[src/rtl/sdr_cmd_seq.sv]
// rtl/sdr_cmd_seq.sv - SDRAM command sequencer: one request in flight, per-bank row tracking.
// Optional periodic refresh is built when SDR_AUTO_REFRESH_EN is defined.
module sdr_cmd_seq #(
  parameter int BURST_LENGTH = 1,
  parameter int TRAS         = 1,
  parameter int TRCD         = 1,
  parameter int TRP          = 1,
  parameter int TRFC         = 4,
  parameter int TREFI        = 1560,
  parameter int ROW_W        = 13,
  parameter int COL_W        = 9
) (
  input  logic             sdram_clk,
  input  logic             sdram_resetn,
  input  logic             sdr_init_done,
  input  logic             req_valid,
  output logic             req_ready,
  input  logic             req_wr,
  input  logic             req_ap,
  input  logic [1:0]       req_bank,
  input  logic [ROW_W-1:0] req_row,
  input  logic [COL_W-1:0] req_col,
  output logic             xfr_start,
  output logic             ref_busy,
  output logic             sdr_cke,
  output logic             sdr_cs_n,
  output logic             sdr_ras_n,
  output logic             sdr_cas_n,
  output logic             sdr_we_n,
  output logic [1:0]       sdr_ba,
  output logic [12:0]      sdr_addr
);

  localparam logic [3:0] CMD_NOP = 4'b0111;
  localparam logic [3:0] CMD_ACT = 4'b0011;
  localparam logic [3:0] CMD_RD  = 4'b0101;
  localparam logic [3:0] CMD_WR  = 4'b0100;
  localparam logic [3:0] CMD_PRE = 4'b0010;
  localparam logic [3:0] CMD_REF = 4'b0001;

  typedef enum logic [3:0] {
    S_INIT, S_IDLE, S_PRE, S_ACT, S_CAS, S_WAIT, S_RPRE, S_RWAIT, S_RREF
  } state_t;

  state_t           state, state_n, ret_state, ret_n, wait_tgt;
  logic [8:0]       wait_cnt, wait_n, wait_len;
  logic [3:0]       cmd_q, cmd_n;
  logic [1:0]       ba_q, ba_n;
  logic [12:0]      addr_q, addr_n;
  logic             cke_q, ready_q, xfr_q, xfr_n, ref_busy_q;
  logic [3:0]       bank_open, clr_open;
  logic [ROW_W-1:0] row_tab [4];
  logic [7:0]       tras_tmr [4];
  logic             l_wr, l_ap;
  logic [1:0]       l_bank;
  logic [ROW_W-1:0] l_row;
  logic [COL_W-1:0] l_col;
  logic             cur_wr, cur_ap;
  logic [1:0]       cur_bank;
  logic [ROW_W-1:0] cur_row;
  logic [COL_W-1:0] cur_col;
  logic             latch, issue_act, issue_cas, set_open, ref_done, start_wait, wait_ref;
  logic             ref_pend, ref_pend_n;
  logic             req_hit;
  logic [1:0]       low_bank;

  assign {sdr_cs_n, sdr_ras_n, sdr_cas_n, sdr_we_n} = cmd_q;
  assign sdr_ba    = ba_q;
  assign sdr_addr  = addr_q;
  assign sdr_cke   = cke_q;
  assign req_ready = ready_q;
  assign xfr_start = xfr_q;

  // The first command of a request is issued straight from the accept cycle, so fields come from the inputs there.
  always_comb begin
    if (state == S_IDLE) begin
      cur_wr = req_wr; cur_ap = req_ap; cur_bank = req_bank; cur_row = req_row; cur_col = req_col;
    end else begin
      cur_wr = l_wr; cur_ap = l_ap; cur_bank = l_bank; cur_row = l_row; cur_col = l_col;
    end
  end

  assign req_hit = bank_open[req_bank] && (row_tab[req_bank] == req_row);

  always_comb begin
    low_bank = 2'd0;
    for (int i = 3; i >= 0; i--) begin
      if (bank_open[i]) low_bank = 2'(i);
    end
  end

  always_comb begin
    state_n    = state;
    ret_n      = ret_state;
    wait_n     = wait_cnt;
    cmd_n      = CMD_NOP;
    ba_n       = ba_q;
    addr_n     = addr_q;
    xfr_n      = 1'b0;
    clr_open   = 4'b0000;
    set_open   = 1'b0;
    latch      = 1'b0;
    issue_act  = 1'b0;
    issue_cas  = 1'b0;
    ref_done   = 1'b0;
    start_wait = 1'b0;
    wait_len   = 9'd0;
    wait_tgt   = S_IDLE;
    wait_ref   = 1'b0;
    case (state)
      S_INIT: if (sdr_init_done) state_n = S_IDLE;
      S_IDLE: begin
        if (ref_pend) begin
          state_n = S_RPRE;
        end else if (req_valid && ready_q) begin
          latch = 1'b1;
          if (req_hit)                 issue_cas = 1'b1;
          else if (bank_open[req_bank]) state_n  = S_PRE;
          else                         issue_act = 1'b1;
        end
      end
      S_PRE: begin
        if (tras_tmr[l_bank] == 8'd0) begin
          cmd_n            = CMD_PRE;
          ba_n             = l_bank;
          addr_n           = 13'd0;
          clr_open[l_bank] = 1'b1;
          start_wait       = 1'b1;
          wait_len         = 9'(TRP);
          wait_tgt         = S_ACT;
        end
      end
      S_ACT: issue_act = 1'b1;
      S_CAS: issue_cas = 1'b1;
      S_WAIT, S_RWAIT: begin
        if (wait_cnt <= 9'd1) state_n = ret_state;
        else                  wait_n  = wait_cnt - 9'd1;
      end
      // Close open banks one per cycle in ascending order; TRP runs from the last one.
      S_RPRE: begin
        if (bank_open != 4'b0000) begin
          if (tras_tmr[low_bank] == 8'd0) begin
            cmd_n              = CMD_PRE;
            ba_n               = low_bank;
            addr_n             = 13'd0;
            clr_open[low_bank] = 1'b1;
            if ((bank_open & ~(4'b0001 << low_bank)) == 4'b0000) begin
              start_wait = 1'b1;
              wait_len   = 9'(TRP);
              wait_tgt   = S_RREF;
              wait_ref   = 1'b1;
            end
          end
        end else begin
          state_n = S_RREF;
        end
      end
      S_RREF: begin
        cmd_n      = CMD_REF;
        ba_n       = 2'd0;
        addr_n     = 13'd0;
        ref_done   = 1'b1;
        start_wait = 1'b1;
        wait_len   = 9'(TRFC);
        wait_tgt   = S_IDLE;
        wait_ref   = 1'b1;
      end
      default: state_n = S_INIT;
    endcase

    if (issue_act) begin
      cmd_n      = CMD_ACT;
      ba_n       = cur_bank;
      addr_n     = 13'(cur_row);
      set_open   = 1'b1;
      start_wait = 1'b1;
      wait_len   = 9'(TRCD);
      wait_tgt   = S_CAS;
    end

    if (issue_cas) begin
      cmd_n              = cur_wr ? CMD_WR : CMD_RD;
      ba_n               = cur_bank;
      addr_n             = 13'd0;
      addr_n[COL_W-1:0]  = cur_col;
      addr_n[10]         = cur_ap;
      xfr_n              = 1'b1;
      clr_open[cur_bank] = cur_ap;
      start_wait         = 1'b1;
      wait_len           = cur_ap ? 9'(BURST_LENGTH + TRP) : 9'(BURST_LENGTH);
      wait_tgt           = S_IDLE;
    end

    // A delay of N means N-1 wait cycles before the target state issues its command.
    if (start_wait) begin
      if (wait_len <= 9'd1) begin
        state_n = wait_tgt;
      end else begin
        state_n = wait_ref ? S_RWAIT : S_WAIT;
        ret_n   = wait_tgt;
        wait_n  = wait_len - 9'd1;
      end
    end
  end

  always_ff @(posedge sdram_clk or negedge sdram_resetn) begin
    if (!sdram_resetn) begin
      state      <= S_INIT;
      ret_state  <= S_IDLE;
      wait_cnt   <= 9'd0;
      cmd_q      <= CMD_NOP;
      ba_q       <= 2'd0;
      addr_q     <= 13'd0;
      cke_q      <= 1'b0;
      ready_q    <= 1'b0;
      xfr_q      <= 1'b0;
      ref_busy_q <= 1'b0;
      bank_open  <= 4'b0000;
      l_wr       <= 1'b0;
      l_ap       <= 1'b0;
      l_bank     <= 2'd0;
      l_row      <= '0;
      l_col      <= '0;
      for (int i = 0; i < 4; i++) begin
        row_tab[i]  <= '0;
        tras_tmr[i] <= 8'd0;
      end
    end else begin
      state      <= state_n;
      ret_state  <= ret_n;
      wait_cnt   <= wait_n;
      cmd_q      <= cmd_n;
      ba_q       <= ba_n;
      addr_q     <= addr_n;
      cke_q      <= 1'b1;
      ready_q    <= (state_n == S_IDLE) && !ref_pend_n;
      xfr_q      <= xfr_n;
      ref_busy_q <= (state_n == S_RPRE) || (state_n == S_RWAIT) || (state_n == S_RREF);
      if (latch) begin
        l_wr   <= req_wr;
        l_ap   <= req_ap;
        l_bank <= req_bank;
        l_row  <= req_row;
        l_col  <= req_col;
      end
      for (int i = 0; i < 4; i++) begin
        if (set_open && (cur_bank == 2'(i))) begin
          bank_open[i] <= 1'b1;
          row_tab[i]   <= cur_row;
          tras_tmr[i]  <= 8'(TRAS - 1);
        end else begin
          if (clr_open[i]) bank_open[i] <= 1'b0;
          if (tras_tmr[i] != 8'd0) tras_tmr[i] <= tras_tmr[i] - 8'd1;
        end
      end
    end
  end

`ifdef SDR_AUTO_REFRESH_EN
  logic [15:0] refi_cnt;

  // An expiry while already pending is absorbed: the counter parks at zero until the next REF.
  assign ref_pend_n = !ref_done && (ref_pend || (refi_cnt == 16'd0));
  assign ref_busy   = ref_busy_q;

  always_ff @(posedge sdram_clk or negedge sdram_resetn) begin
    if (!sdram_resetn) begin
      refi_cnt <= 16'd0;
      ref_pend <= 1'b0;
    end else begin
      ref_pend <= ref_pend_n;
      if (ref_done)                refi_cnt <= 16'(TREFI - 1);
      else if (refi_cnt != 16'd0)  refi_cnt <= refi_cnt - 16'd1;
    end
  end
`else
  logic unused_ref;
  assign ref_pend   = 1'b0;
  assign ref_pend_n = 1'b0;
  assign ref_busy   = 1'b0;
  assign unused_ref = ref_done ^ ref_busy_q ^ (^TREFI);
`endif

endmodule

[config.mk]
export PLATFORM = sky130hd
export DESIGN_NAME = sdr_cmd_seq
export DESIGN_NICKNAME = d
export VERILOG_FILES = /design/src/rtl/sdr_cmd_seq.sv
export SDC_FILE = /design/constraint.sdc
export NUM_CORES = 1
export LEC_CHECK = 0
export ABC_AREA = 1
export CAP_MARGIN = 30
export CORE_ASPECT_RATIO = 0.5
export CORE_MARGIN = 5
export CORE_UTILIZATION = 35
export CTS_CLUSTER_SIZE = 16
export DETAILED_ROUTE_END_ITERATION = 8
export PLACE_DENSITY = 0.59
export SYNTH_ARGS = -nofsm -noshare
export SYNTH_HDL_FRONTEND = slang
export SYNTH_SLANG_ARGS = --single-unit
[constraint.sdc]
create_clock -name sdram_clk -period 2.3 [get_ports sdram_clk]
set_input_delay 0.69 -clock sdram_clk [delete_from_list [all_inputs] [get_ports sdram_clk]]
set_output_delay 0.69 -clock sdram_clk [all_outputs]
set_load 0.05 [all_outputs]
==> flow_summary.yaml <==
power_and_ir_drop:
  p_leak_nw: 5.26
  irDropWorstVdd_uv: 566
  power_mw: 13.4
  p_per_area_nw_per_um2: 1300
sta:
  rsz0062_at_grt: "yes"
  clock_skew_ps: 8.63
  worst_pin_slew_ps: 583
  min_period_ps: 2260
  hold_slack_ps: 177
  tns_ps: 0
  hold_violations: 0
  fmax_mhz: 443
  setup-violations-final: 0
  max-slew-margin-rel_pct: 60.7
  fin_crit_sh_pct: 98.2
  drv_slew: 0
setup_path:
  crit_arrival_ps: 2570
  cp-end-kind: "flop"
  critPathLaunchType: "primary input"
  path_cells: "buf_12 -> buf_12 -> inv_16 -> nand2_1 -> nand3_2 -> nand2_1 -> nand2_1 -> nand2_1 -> nor2_2 -> nand2_2 -> nor2_4 -> nand3_4 -> nand2_4 -> nor2_4 -> nand3_2 -> nand2_2 -> ha_4 -> ha_4 -> o21ai_2"
  cpPeakStageDelay_ps: 250
  cp.required_ps: 2610
  cp_slowest_cell: "ha_4"
  crit_path_frequent_cell: "nand2_1"
  path_class: "primary input to flop"
  cp_max_fo: 7
place:
  place_area_um2: 9280
  dp_hpwl_um: 15000
  globalplace.congestion: 0.859
  port_buffers: 50
layout:
  stdcell_area_um2: 10300
  post_route_cells_drive_above_1_share_pct: 18.7
  final_core_util_pct: 47.2
  nets: 1204
  seqCellArea_um2: 3810
  area_growth_pct: 31.5
  antenna_cells: 0
  multi_input_area_um2: 3700
  final_cell_mix: "340 x nand2_1, 148 x dfrtp_1, 91 x inv_1"
  layout_commonest_cell: "nand2_1"
  nFillCells: 2101
global_routing:
  grt.total_usage_pct: 16.9
  grt_pass1_wl_um: 35100
  first_global_vias: 6986
  antenna_found_initial: 0
  grt.overflow.total: 0
  grt_max_degree: 48
cts:
  ctsHoldBuffers: 0
  cts-root-buf: "clkbuf_16"
  h-tree-depth: 4
  cts_tree: "yes"
  clock-sinks: 152
  cts_buffers: 17
  clock_path_buffers: 2
  clock_latency_ps: 430
  clk_pin_slew_ps: 60
yosys:
  syn-mean-instance-area_um2: 7.62
  ys_seq_area_share_pct: 48.6
  yosys.area.top_type: "dfrtp_1"
  synth_edf_count: 0
  synthFlopType: "dfrtp_1"
  syn_area_um2: 7830
  synth_area_leaders: "dfrtp_1 47%, nand2_1 17%, o21ai_0 5.0%, nor2_1 4.7%, inv_1 4.4%"
  synthArstFlopShare_pct: 100
  synthCells: 1028
  yosysUniqueCellTypes: 42
  synth.top_cell.area_share_pct: 47.3
  yosysWarnings: 0
  ys_ff_latch: 152
detailed_routing:
  dr.pass1.iters: 5
  drc: 0
  vias: 7241
  wl_um: 21300
  ant_nets: 0
  avgRoutedWirePerCell_um: 14.5
  vias_per_cell: 4.91
  dr.first_iter.drc_count: 552
die:
  die_h_um: 116
  rows: 38
  dieArea_um2: 25600
  pin_count: 53
  initial_core_util_pct: 35.9
  die_w_um: 222
  fp.coreArea_um2: 21800
flow_run:
  maxCapViolCount: 0
hold_path:
  holdCritPathClass: "primary input to async pin"
outcome:
  outcome: "completed"
[layer usage]
layer  routed length (um)  up-vias  track usage [%]
met3                  659       22             2.43
met5                    0        -                0
met4                  254        0             5.62
li1                     -     3582                -
met2                10100      131             28.0
met1                10300     3506             23.3
[logic make-up after synthesis]
logic type      count (synthesis)  synth area share [%]
buf+inv                       134                  7.51
fa+ha+maj                       8                  1.28
other cells                     2                0.0959
mux                             1                 0.128
simple gates                  559                  29.1
xor+xnor                       12                  1.34
compound gates                160                  11.9
flops                         152                  48.6
[through the flow]
stage	setup slack [ps]	instances
global placement	-903	1434
finish	42.4	1476
detailed placement	-980	1434
global route	-79.1	1476
floorplan	-365	1029
CTS	0.149	1471
[state kept, by name, summed over array words and instances (netlist names)]
| signal | flops |
|---|---|
| wait_cnt | 9 |
| bank_open | 4 |
| l_wr | 1 |
| l_bank | 2 |
| cmd_q | 3 |
| sdr_addr | 13 |
| row_tab | 52 |
| l_row | 13 |
| l_col | 9 |
| req_ready | 1 |
| tras_tmr | 32 |
| sdr_cke | 1 |
| l_ap | 1 |
| sdr_ba | 2 |
| xfr_start | 1 |
| ret_state | 4 |
| state | 4 |
[timing repair]
| action | 4_1_cts | 5_1_grt |
|---|---|---|
| setup buffers | 5 | 2 |
| gates cloned | 3 | 3 |
| setup endpoints to repair | 134 | 80 |
| resized for setup | 41 | 69 |
| pin swaps | 7 | 24 |
[worst paths after layout]
kind / start / to / slack (ps) / cells after the start
min in group sdram_clk: tras_tmr[30]$_DFFE_PN0P_ / tras_tmr[30]$_DFFE_PN0P_ / 460 / 1
hold / removal: sdram_resetn / l_row[1]$_DFFE_PN0P_ / 180 / 1
hold reg to reg: tras_tmr[30]$_DFFE_PN0P_ / tras_tmr[30]$_DFFE_PN0P_ / 460 / 1
setup reg to reg: tras_tmr[12]$_DFFE_PN0P_ / sdr_addr[10]$_DFFE_PN0P_ / 210 / 12
max in group asynchronous: sdram_resetn / cmd_q[1]$_DFF_PN1_ / 1470 / 2
setup / recovery: req_bank[0] / wait_cnt[2]$_DFF_PN0_ / 40 / 19
[cells in the mapped netlist, types with 2 or more instances]
cell type and number:
a211oi_1 12, a21oi_1 26, a21oi_2 2, a22oi_1 10
buf_2 13, buf_4 3, buf_6 7, clkbuf_1 12
conb_1 2, dfrtp_1 148, dfstp_2 4, ha_1 8
inv_1 92, inv_2 6, nand2_1 359, nand2_2 6
nand3_1 69, nand3_2 3, nand4_1 4, nor2_1 97
nor2_2 3, nor2_4 2, nor3_1 10, nor3b_1 2
nor4_1 2, o2111ai_1 4, o21ai_0 79, o21ai_1 10
o22ai_1 2, o31ai_1 9, xnor2_1 4, xor2_1 8
[report_power, final]
part | internal (mW) | leakage, nW | total (mW) | switching, mW
sequential | 3.80 | 1.92 | 4.55 | 0.751
combinational | 2.32 | 3.06 | 5.98 | 3.66
clock | 1.74 | 0.281 | 2.84 | 1.10
total | 7.87 | 5.26 | 13.4 | 5.51
[critical path, delay by kind of cell]
family	cells	cell delay [ps]
buffers and inverters	3	350
AO/OA/AOI/OAI	1	40
AND/OR/NAND/NOR	13	1040
adder cells (fa/ha/maj)	2	420
[layout make-up]
class,instances,area share [%]
repair buffers,150,13.6
clock buffers,21,4.47
repair inverters,3,0.328
inverters,99,3.79
flip-flops and latches,152,37.0
multi-input cells,743,36.0
clock inverters,8,1.20
well taps,300,3.65
No activity file was read; power rests on OpenSTA's default activity.
